`config.mk`:
```
export PLATFORM = sky130hd
export DESIGN_NAME = uart_cmd_master
export DESIGN_NICKNAME = d
export VERILOG_FILES = /design/src/rtl/uart_cmd_master_pkg.sv /design/src/rtl/uart_cmd_master_timeout.sv /design/src/rtl/uart_cmd_master.sv
export SDC_FILE = /design/constraint.sdc
export NUM_CORES = 1
export LEC_CHECK = 0
export ABC_AREA = 0
export BUFFER_PORTS_ARGS = -buffer_cell sky130_fd_sc_hd__buf_4
export CAP_MARGIN = 20
export CORE_MARGIN = 5
export CORE_UTILIZATION = 49
export DETAILED_ROUTE_END_ITERATION = 10
export PLACE_DENSITY = 0.85
export SLEW_MARGIN = 0
export SYNTH_ARGS = -nofsm -noshare
export SYNTH_HDL_FRONTEND = slang
export SYNTH_SLANG_ARGS = --single-unit
```
`constraint.sdc`:
```
create_clock -name clk -period 1.76 [get_ports clk]
set_input_delay 0.44 -clock clk [delete_from_list [all_inputs] [get_ports clk]]
set_output_delay 0.44 -clock clk [all_outputs]
set_load 0.1 [all_outputs]
```
`src/rtl/uart_cmd_master_pkg.sv`:
```
// Shared opcodes, frame lengths and FSM state type for the HyperRAM test-harness
// serial command master.
package uart_cmd_master_pkg;

  localparam logic [7:0] OP_ADDR     = 8'h01;
  localparam logic [7:0] OP_LOAD     = 8'h02;
  localparam logic [7:0] OP_WRITE    = 8'h03;
  localparam logic [7:0] OP_READ     = 8'h04;
  localparam logic [7:0] OP_READ_REQ = 8'h05;
  localparam logic [7:0] OP_COUNT    = 8'h06;
  localparam logic [7:0] OP_CONST    = 8'h07;

  localparam logic [2:0] CMD_FRAME_BYTES = 3'd5;
  localparam logic [2:0] RSP_FRAME_BYTES = 3'd5;

  typedef enum logic [2:0] {
    ST_IDLE     = 3'd0,
    ST_TX_ISSUE = 3'd1,
    ST_TX_WAIT  = 3'd2,
    ST_RX       = 3'd3,
    ST_DONE     = 3'd4
  } state_e;

  // Reply bytes arrive MSB first, so each new byte enters at the bottom.
  function automatic logic [39:0] shift_in_byte(input logic [39:0] word,
                                                input logic [7:0]  new_byte);
    return {word[31:0], new_byte};
  endfunction

endpackage

```
`src/rtl/uart_cmd_master_timeout.sv`:
```
// Reply watchdog for uart_cmd_master: counts idle RX cycles and flags expiry.
// Only instantiated when CMD_MASTER_TIMEOUT_EN is defined.
module cmd_timeout_ctr #(
  parameter logic [23:0] LIMIT = 24'd1_200_000
) (
  input  logic clk,
  input  logic reset,
  input  logic clear_i,
  input  logic en_i,
  output logic expire_o
);

  logic [23:0] cnt_q, cnt_d;

  // Next count: clear wins over counting.
  always_comb begin
    cnt_d = cnt_q;
    if (clear_i) begin
      cnt_d = 24'd0;
    end else if (en_i) begin
      cnt_d = cnt_q + 24'd1;
    end else begin
      cnt_d = cnt_q;
    end
  end

  // Count register.
  always_ff @(posedge clk) begin
    if (reset) begin
      cnt_q <= 24'd0;
    end else begin
      cnt_q <= cnt_d;
    end
  end

  assign expire_o = en_i && (cnt_q == (LIMIT - 24'd1));

endmodule

```
`src/rtl/uart_cmd_master.sv`:
```
// Host-side 5-byte command initiator driving external uart_tx/uart_rx.
// Optional reply timeout is built only when CMD_MASTER_TIMEOUT_EN is defined.
module uart_cmd_master
  import uart_cmd_master_pkg::*;
#(
  parameter logic [23:0] TIMEOUT_CYCLES = 24'd1_200_000
) (
  input  logic        clk,
  input  logic        reset,
  input  logic        cmd_valid,
  output logic        cmd_ready,
  input  logic [7:0]  cmd_op,
  input  logic [31:0] cmd_data,
  output logic        rsp_valid,
  output logic [31:0] rsp_data,
  output logic        rsp_err,
  output logic        tx_start,
  output logic [7:0]  tx_data,
  input  logic        tx_ready,
  input  logic        rx_rcv,
  input  logic [7:0]  rx_data
);

  state_e      state_q, state_d;
  logic [39:0] shift_q, shift_d;
  logic [39:0] reply_q, reply_d;
  logic [2:0]  txcnt_q, txcnt_d;
  logic [2:0]  rxcnt_q, rxcnt_d;
  logic        cmd_ready_q, cmd_ready_d;
  logic        tx_start_q, tx_start_d;
  logic [7:0]  tx_data_q, tx_data_d;
  logic        rsp_valid_q, rsp_valid_d;
  logic [31:0] rsp_data_q, rsp_data_d;
  logic        rsp_err_q, rsp_err_d;
  logic        timeout_s;
  logic        to_clear_s;

`ifdef CMD_MASTER_TIMEOUT_EN
  cmd_timeout_ctr #(
    .LIMIT    (TIMEOUT_CYCLES)
  ) u_timeout (
    .clk      (clk),
    .reset    (reset),
    .clear_i  (to_clear_s),
    .en_i     (state_q == ST_RX),
    .expire_o (timeout_s)
  );
`else
  logic unused_timeout_s;
  assign unused_timeout_s = ^{TIMEOUT_CYCLES, to_clear_s};
  assign timeout_s = 1'b0;
`endif

  // Next-state and next-output logic; outputs are derived from state_d so they register cleanly.
  always_comb begin
    state_d     = state_q;
    shift_d     = shift_q;
    reply_d     = reply_q;
    txcnt_d     = txcnt_q;
    rxcnt_d     = rxcnt_q;
    rsp_valid_d = 1'b0;
    rsp_data_d  = rsp_data_q;
    rsp_err_d   = rsp_err_q;
    to_clear_s  = 1'b0;

    case (state_q)
      ST_IDLE: begin
        if (cmd_valid && cmd_ready_q) begin
          shift_d = {cmd_op, cmd_data};
          txcnt_d = 3'd0;
          state_d = ST_TX_ISSUE;
        end else begin
          state_d = ST_IDLE;
        end
      end

      ST_TX_ISSUE: begin
        if (!tx_ready) begin
          shift_d = {shift_q[31:0], 8'h00};
          txcnt_d = txcnt_q + 3'd1;
          state_d = ST_TX_WAIT;
        end else begin
          state_d = ST_TX_ISSUE;
        end
      end

      ST_TX_WAIT: begin
        if (tx_ready) begin
          if (txcnt_q == CMD_FRAME_BYTES) begin
            state_d    = ST_RX;
            to_clear_s = 1'b1;
            // A reply byte landing on the handover cycle must not be dropped.
            if (rx_rcv) begin
              reply_d = {32'd0, rx_data};
              rxcnt_d = 3'd1;
            end else begin
              reply_d = 40'd0;
              rxcnt_d = 3'd0;
            end
          end else begin
            state_d = ST_TX_ISSUE;
          end
        end else begin
          state_d = ST_TX_WAIT;
        end
      end

      ST_RX: begin
        if (rx_rcv) begin
          reply_d    = shift_in_byte(reply_q, rx_data);
          rxcnt_d    = rxcnt_q + 3'd1;
          to_clear_s = 1'b1;
          if (rxcnt_q == (RSP_FRAME_BYTES - 3'd1)) begin
            state_d     = ST_DONE;
            rsp_valid_d = 1'b1;
            rsp_data_d  = reply_d[39:8];
            rsp_err_d   = (reply_d[7:0] != 8'h00);
          end else begin
            state_d = ST_RX;
          end
        end else if (timeout_s) begin
          // Fewer than 5 bytes arrived, so the partial reply is already right-aligned.
          state_d     = ST_DONE;
          rsp_valid_d = 1'b1;
          rsp_data_d  = reply_q[31:0];
          rsp_err_d   = 1'b1;
        end else begin
          state_d = ST_RX;
        end
      end

      ST_DONE: begin
        state_d = ST_IDLE;
      end

      default: begin
        state_d = ST_IDLE;
      end
    endcase

    cmd_ready_d = (state_d == ST_IDLE);
    tx_start_d  = (state_d == ST_TX_ISSUE);
    if (state_d == ST_TX_ISSUE) begin
      tx_data_d = shift_d[39:32];
    end else begin
      tx_data_d = tx_data_q;
    end
  end

  // State and registered-output update.
  always_ff @(posedge clk) begin
    if (reset) begin
      state_q     <= ST_IDLE;
      shift_q     <= 40'd0;
      reply_q     <= 40'd0;
      txcnt_q     <= 3'd0;
      rxcnt_q     <= 3'd0;
      cmd_ready_q <= 1'b0;
      tx_start_q  <= 1'b0;
      tx_data_q   <= 8'h00;
      rsp_valid_q <= 1'b0;
      rsp_data_q  <= 32'd0;
      rsp_err_q   <= 1'b0;
    end else begin
      state_q     <= state_d;
      shift_q     <= shift_d;
      reply_q     <= reply_d;
      txcnt_q     <= txcnt_d;
      rxcnt_q     <= rxcnt_d;
      cmd_ready_q <= cmd_ready_d;
      tx_start_q  <= tx_start_d;
      tx_data_q   <= tx_data_d;
      rsp_valid_q <= rsp_valid_d;
      rsp_data_q  <= rsp_data_d;
      rsp_err_q   <= rsp_err_d;
    end
  end

  assign cmd_ready = cmd_ready_q;
  assign tx_start  = tx_start_q;
  assign tx_data   = tx_data_q;
  assign rsp_valid = rsp_valid_q;
  assign rsp_data  = rsp_data_q;
  assign rsp_err   = rsp_err_q;

endmodule

```
; After elaboration in Yosys (flattened, before gate mapping)
; Cells that the tools add are included.
[totals]
ff_bits = 125
inputBits = 53
output_inout_bits = 44
word_cells = 61
[op_classes]
addsub = 2
n_eq_ne = 11
n_mux = 24
n_bitwise = 2
n_reduce_logical = 10
[op_table]
columns = op, n
row1 = $mux W32, 3
row2 = $mux W40, 2
row3 = $pmux W40 S2, 1
row4 = $pmux W32 S2, 1
row5 = $mux W3, 8
row6 = $pmux W3 S2, 2
row7 = $pmux W3 S4, 1
row8 = $ne A2 B2 Y1 const B, 5
row9 = $mux W8, 1
row10 = $reduce_bool A8 Y1, 1
row11 = $add A3 B1 Y3 const B, 2
row12 = $eq A3 B1 Y1 const B, 2
row13 = $eq A3 B2 Y1 const B, 2
row14 = $eq A3 B3 Y1 const B, 2
row15 = $logic_not A3 Y1, 2
row16 = $reduce_and A3 Y1, 2
row17 = $mux W2, 2
row18 = $reduce_and A4 Y1, 1
row19 = $reduce_bool A2 Y1, 2
row20 = $mux W1, 3
row21 = $reduce_or A3 Y1, 1
row22 = $not A1 Y1, 2
row23 = $logic_and A1 B1 Y1, 1

; Longest topological paths before layout
[depth]
word_depth = 5
depth_mapped = 8
mapped_depth_nobuf = 6

; Worst setup path after synthesis
; No wires, ideal clock.
[synth_path]
path_type = register to register
from = register cmd_ready_q (netlist: cmd_ready)
to = register tx_data_q[0] (netlist: tx_data[0])
setup_time_ns = 0.165
t_arrival_ns = 2.092
required_time_ns = 1.595
path_slack_ns = -0.496
path_stages_with_launch = 6
path_buffers = 1
period_less_slack_ns = 2.256
cell_sequence = dfxtp_1 nand4bb_1 or2_2 buf_1 o31ai_1 a221oi_1
[synth_between]
elab_chain_len = 4
elab_cells_between_ends = 6
cone_classes = 1 x eq/ne / 4 x mux / 1 x reduce/logical
[synth_lines]
columns = element, line_no
row1 = "start, declared", uart_cmd_master.sv:29  ; logic cmd_ready_q, cmd_ready_d;
row2 = "start signal, assigned", uart_cmd_master.sv:170  ; cmd_ready_q <= cmd_ready_d;
row3 = $logic_and A1 B1 Y1 *, uart_cmd_master.sv:68  ; if (cmd_valid && cmd_ready_q) begin
row4 = $mux W1, uart_cmd_master.sv:68
row5 = $pmux W3 S4, uart_cmd_master.sv:66  ; case (state_q)
row6 = $eq A3 B1 Y1, uart_cmd_master.sv:143  ; if (state_d == ST_TX_ISSUE) begin
row7 = "end signal, assigned", uart_cmd_master.sv:172  ; tx_data_q <= tx_data_d;
row8 = "end, declared", uart_cmd_master.sv:31  ; logic [7:0] tx_data_q, tx_data_d;
; Mark *: on every way between the ends. The rest lies on a longest branch, timed or not. The select of a mux whose other input is x is not followed.
; A chain may end at the register's enable or synchronous reset.

; Worst setup path after layout
[layout_path]
from = register state_q[1]
to = register tx_data_q[1] (netlist: tx_data[1])
[layout_between]
elab_chain_len = 3
elab_cells_between_ends = 7
cone_classes = 4 x eq/ne / 2 x mux / 1 x reduce/logical
[layout_lines]
columns = element, line_no
row1 = "start, declared", uart_cmd_master.sv:24  ; state_e state_q, state_d;
row2 = "start signal, assigned", uart_cmd_master.sv:165  ; state_q <= state_d;
row3 = $eq A3 B2 Y1 (tied with other cells), uart_cmd_master.sv:66
row4 = $pmux W3 S4, uart_cmd_master.sv:66
row5 = $eq A3 B1 Y1, uart_cmd_master.sv:143
; Several ways; a longest one is shown, not always the timed one.

==> results.py <==
metrics = {
    "layout": {
        "syn_to_final_growth_pct": 35.8,
        "n_antenna_cell": 0,
        "fill_cells": 748,
        "layout.area.seq_um2": 2510,
        "drive_above_1_share": 0.269,
        "multi_input_area_um2": 2210,
        "finish.utilization": 0.679,
        "nets": 729,
    },
    "synthesis": {
        "yosysSeqAreaShare": 0.515,
        "synth_area_leaders": "dfxtp_1 51%, nand2_1 9.7%, a21oi_1 9.6%",
        "synth_cells": 572,
        "synth_top_area_cell": "dfxtp_1",
        "postSynthNetCount": 629,
        "synth_top_area_share": 0.515,
        "yosysWarnings": 0,
        "synth_area_um2": 4860,
        "synth.avg_cell_area_um2": 8.50,
        "synth.distinct_cells": 43,
        "ys_seq_elements": 125,
    },
    "die": {
        "die_y_um": 110,
        "fp.dieW_um": 110,
        "core_region_area_um2": 9730,
        "io_pins": 97,
        "die_area_um2": 12000,
        "num_rows": 36,
        "initial_utilization": 0.500,
    },
    "routing": {
        "drc": 0,
        "num_vias": 4498,
        "ant_nets": 0,
        "postRouteWirelength_um": 12600,
        "drt_iter0_markers": 291,
        "via_per_inst": 5.50,
        "drt_pass1_iterations": 6,
        "wl_per_cell_um": 15.4,
    },
    "worst_setup_path": {
        "required_ns": 2.11,
        "cp_max_fo": 10,
        "end_kind": "flip-flop",
        "critPathKind": "flip-flop to flip-flop",
        "startpoint_type": "flip-flop",
        "crit_arrival_ns": 2.11,
    },
    "global_route": {
        "grt_pass1_vias": 4321,
        "gr-usage-all-layers": 0.212,
        "grt_max_degree": 46,
        "antenna_found_initial": 0,
        "grt_overflow": 0,
        "grt_pass1_wl_um": 20000,
    },
    "clock_network": {
        "cts-root-buf": "clkbuf_8",
        "htreeDepth": 4,
        "path_clk_slew_ns": 0.06,
        "cts-buffers-inserted": 17,
        "clockBufferDepth": 2,
        "clock_latency_ns": 0.51,
        "cts_sinks": 125,
        "cts_tree": "yes",
    },
    "timing": {
        "fmax_mhz": 568,
        "finalSetupTns_ns": 0,
        "relSlewSlack": 0.578,
        "finalSetupViolCount": 0,
        "rsz0062_at_grt": "true",
        "worstMarginPinSlew_ns": 0.629,
        "hold_viol": 0,
        "finClkSkew_ns": 0.00694,
        "finalCritPeriodShare": 0.999,
        "period_needed_ns": 1.76,
        "drv_slew": 0,
    },
    "placement": {
        "io_buffers": 96,
        "dp_hpwl_um": 8060,
        "globalplace.congestion": 0.827,
    },
    "flow_run": {
        "maxCapViolations": 0,
    },
    "power_and_ir_drop": {
        "cellLeakagePower_nw": 2.51,
        "vdd_drop_max_mv": 0.669,
        "p_per_area_nw_per_um2": 1110,
    },
    "worst_hold_path": {
        "hold_path.class": "input port to flip-flop",
    },
    "status": {
        "status": "finished clean",
    },
}
-- cell usage in the layout, fill, tap and decap left out, drive strengths merged, types with 2 or more instances in the layout --
cell type	instances
dfxtp	125
clkbuf	20
nand2b	2
a221oi	16
nor4	2
nand3	34
or2	2
ha	4
clkinv	2
a31oi	3
nor2	34
buf	129
mux2i	8
a21o	2
bufinv	3
a21oi	94
o21a	9
nand2	126
or3	2
a311oi	2
nor3	5
inv	11
a22oi	25
clkinvlp	2
and2	8
nor2b	2
-- cell families (layout without fill, tap and decap cells) --
family | count (synthesis) | after routing | synth area share
and+or+nand+nor | 225 | 225 | 0.204
AOI/OAI and AO/OA | 155 | 155 | 0.204
DFF | 125 | 125 | 0.515
buffers and inverters | 54 | 167 | 0.0494
muxes | 8 | 8 | 0.0165
adders and majority gates | 4 | 4 | 0.0103
xor gates and xnor gates | 1 | 1 | 0.00180
-- cell usage after synthesis --
library cell / number
a21bo_2: 1
a21o_1: 2
a21oi_1: 93
a21oi_4: 1
a221oi_1: 13
a221oi_2: 3
a22oi_1: 25
a2bb2oi_1: 1
a311oi_1: 2
a31oi_1: 3
and2_1: 8
and2b_1: 1
and3_1: 1
and3b_1: 1
buf_1: 2
buf_2: 15
buf_4: 1
buf_6: 2
clkbuf_1: 28
dfxtp_1: 125
ha_1: 4
inv_1: 6
mux2i_1: 8
nand2_1: 126
nand2b_1: 2
nand3_1: 34
nand4b_1: 1
nand4bb_1: 1
nor2_1: 34
nor2b_1: 2
nor3_1: 4
nor3_2: 1
nor3b_1: 1
nor4_1: 2
nor4b_2: 1
o21a_1: 8
o21a_4: 1
o31ai_1: 1
o32ai_1: 1
or2_2: 2
or3_1: 2
or4b_4: 1
xor2_1: 1
-- cell type report --
type                    instances  area share
well taps                     133      0.0252
inverters                       6     0.00341
repair buffers                129       0.164
flip-flops and latches        125       0.380
multi-input cells             393       0.334
clock inverters                12      0.0237
clock buffers                  20      0.0690
-- registers in the layout, summed over array words and instances (netlist names), 3 cells and up --
| signal | flops |
|---|---|
| rsp_data | 32 |
| shift_q | 40 |
| reply_q | 32 |
| state_q | 3 |
| tx_data | 8 |
| rxcnt_q | 3 |
| txcnt_q | 3 |
-- final timing paths --
check | startpoint | cells past startpoint | endpoint | slack (ns)
worst min register to register | reply_q[26] | 2 | reply_q[26] | 0.45
worst min-delay path | cmd_op[7] | 3 | shift_q[39] | 0.17
worst max register to register | state_q[1] | 4 | tx_data[1] | 0.001
worst max-delay path | state_q[1] | 4 | tx_data[1] | 0.001
-- stage by stage --
step	cell area, um^2	power (mW)	hold WS [ns]	std cells	setup WS [ns]
5_1_grt	6600	7.61	0.148	818	-0.0465
4_1_cts	6520	7.37	0.147	816	0.00102
2_1_floorplan	4870	3.53	0.432	572	0.00884
3_3_place_gp	5890	3.78	0.439	784	-0.140
3_5_place_dp	5890	3.80	0.448	784	-0.245
6_report	6600	7.36	0.170	818	0.000972
-- metal layers --
| metal | global-route usage | share of wire | vias to the layer above |
|---|---|---|---|
| met3 | 0.0669 | 0.059 | 31 |
| met2 | 0.351 | 0.51 | 158 |
| li1 | - | - | 2177 |
| met1 | 0.257 | 0.40 | 2132 |
| met4 | 0.0837 | 0.027 | 0 |
| met5 | 0 | 0 | - |
-- worst max-delay path: stages (launching register included) --
cell	delay, ns
dfxtp_1	0.40
or4b_4	0.59
o21a_4	0.21
a221oi_2	0.28
a221oi_1	0.13
-- report_power, final --
part	switching (mW)	internal, mW
Clock	1.29	2.28
Sequential	0.0554	2.92
Combinational	0.510	0.303
-- timing repair --
action	4_1_cts	5_1_grt
setup buffers	0	2
resized for setup	2	11
pin swaps	0	3
hold buffers	0	0
endpoints found under the setup margin	8	65
endpoints found under the hold margin	0	0
Note: power is estimated with default switching activity, not from simulation.
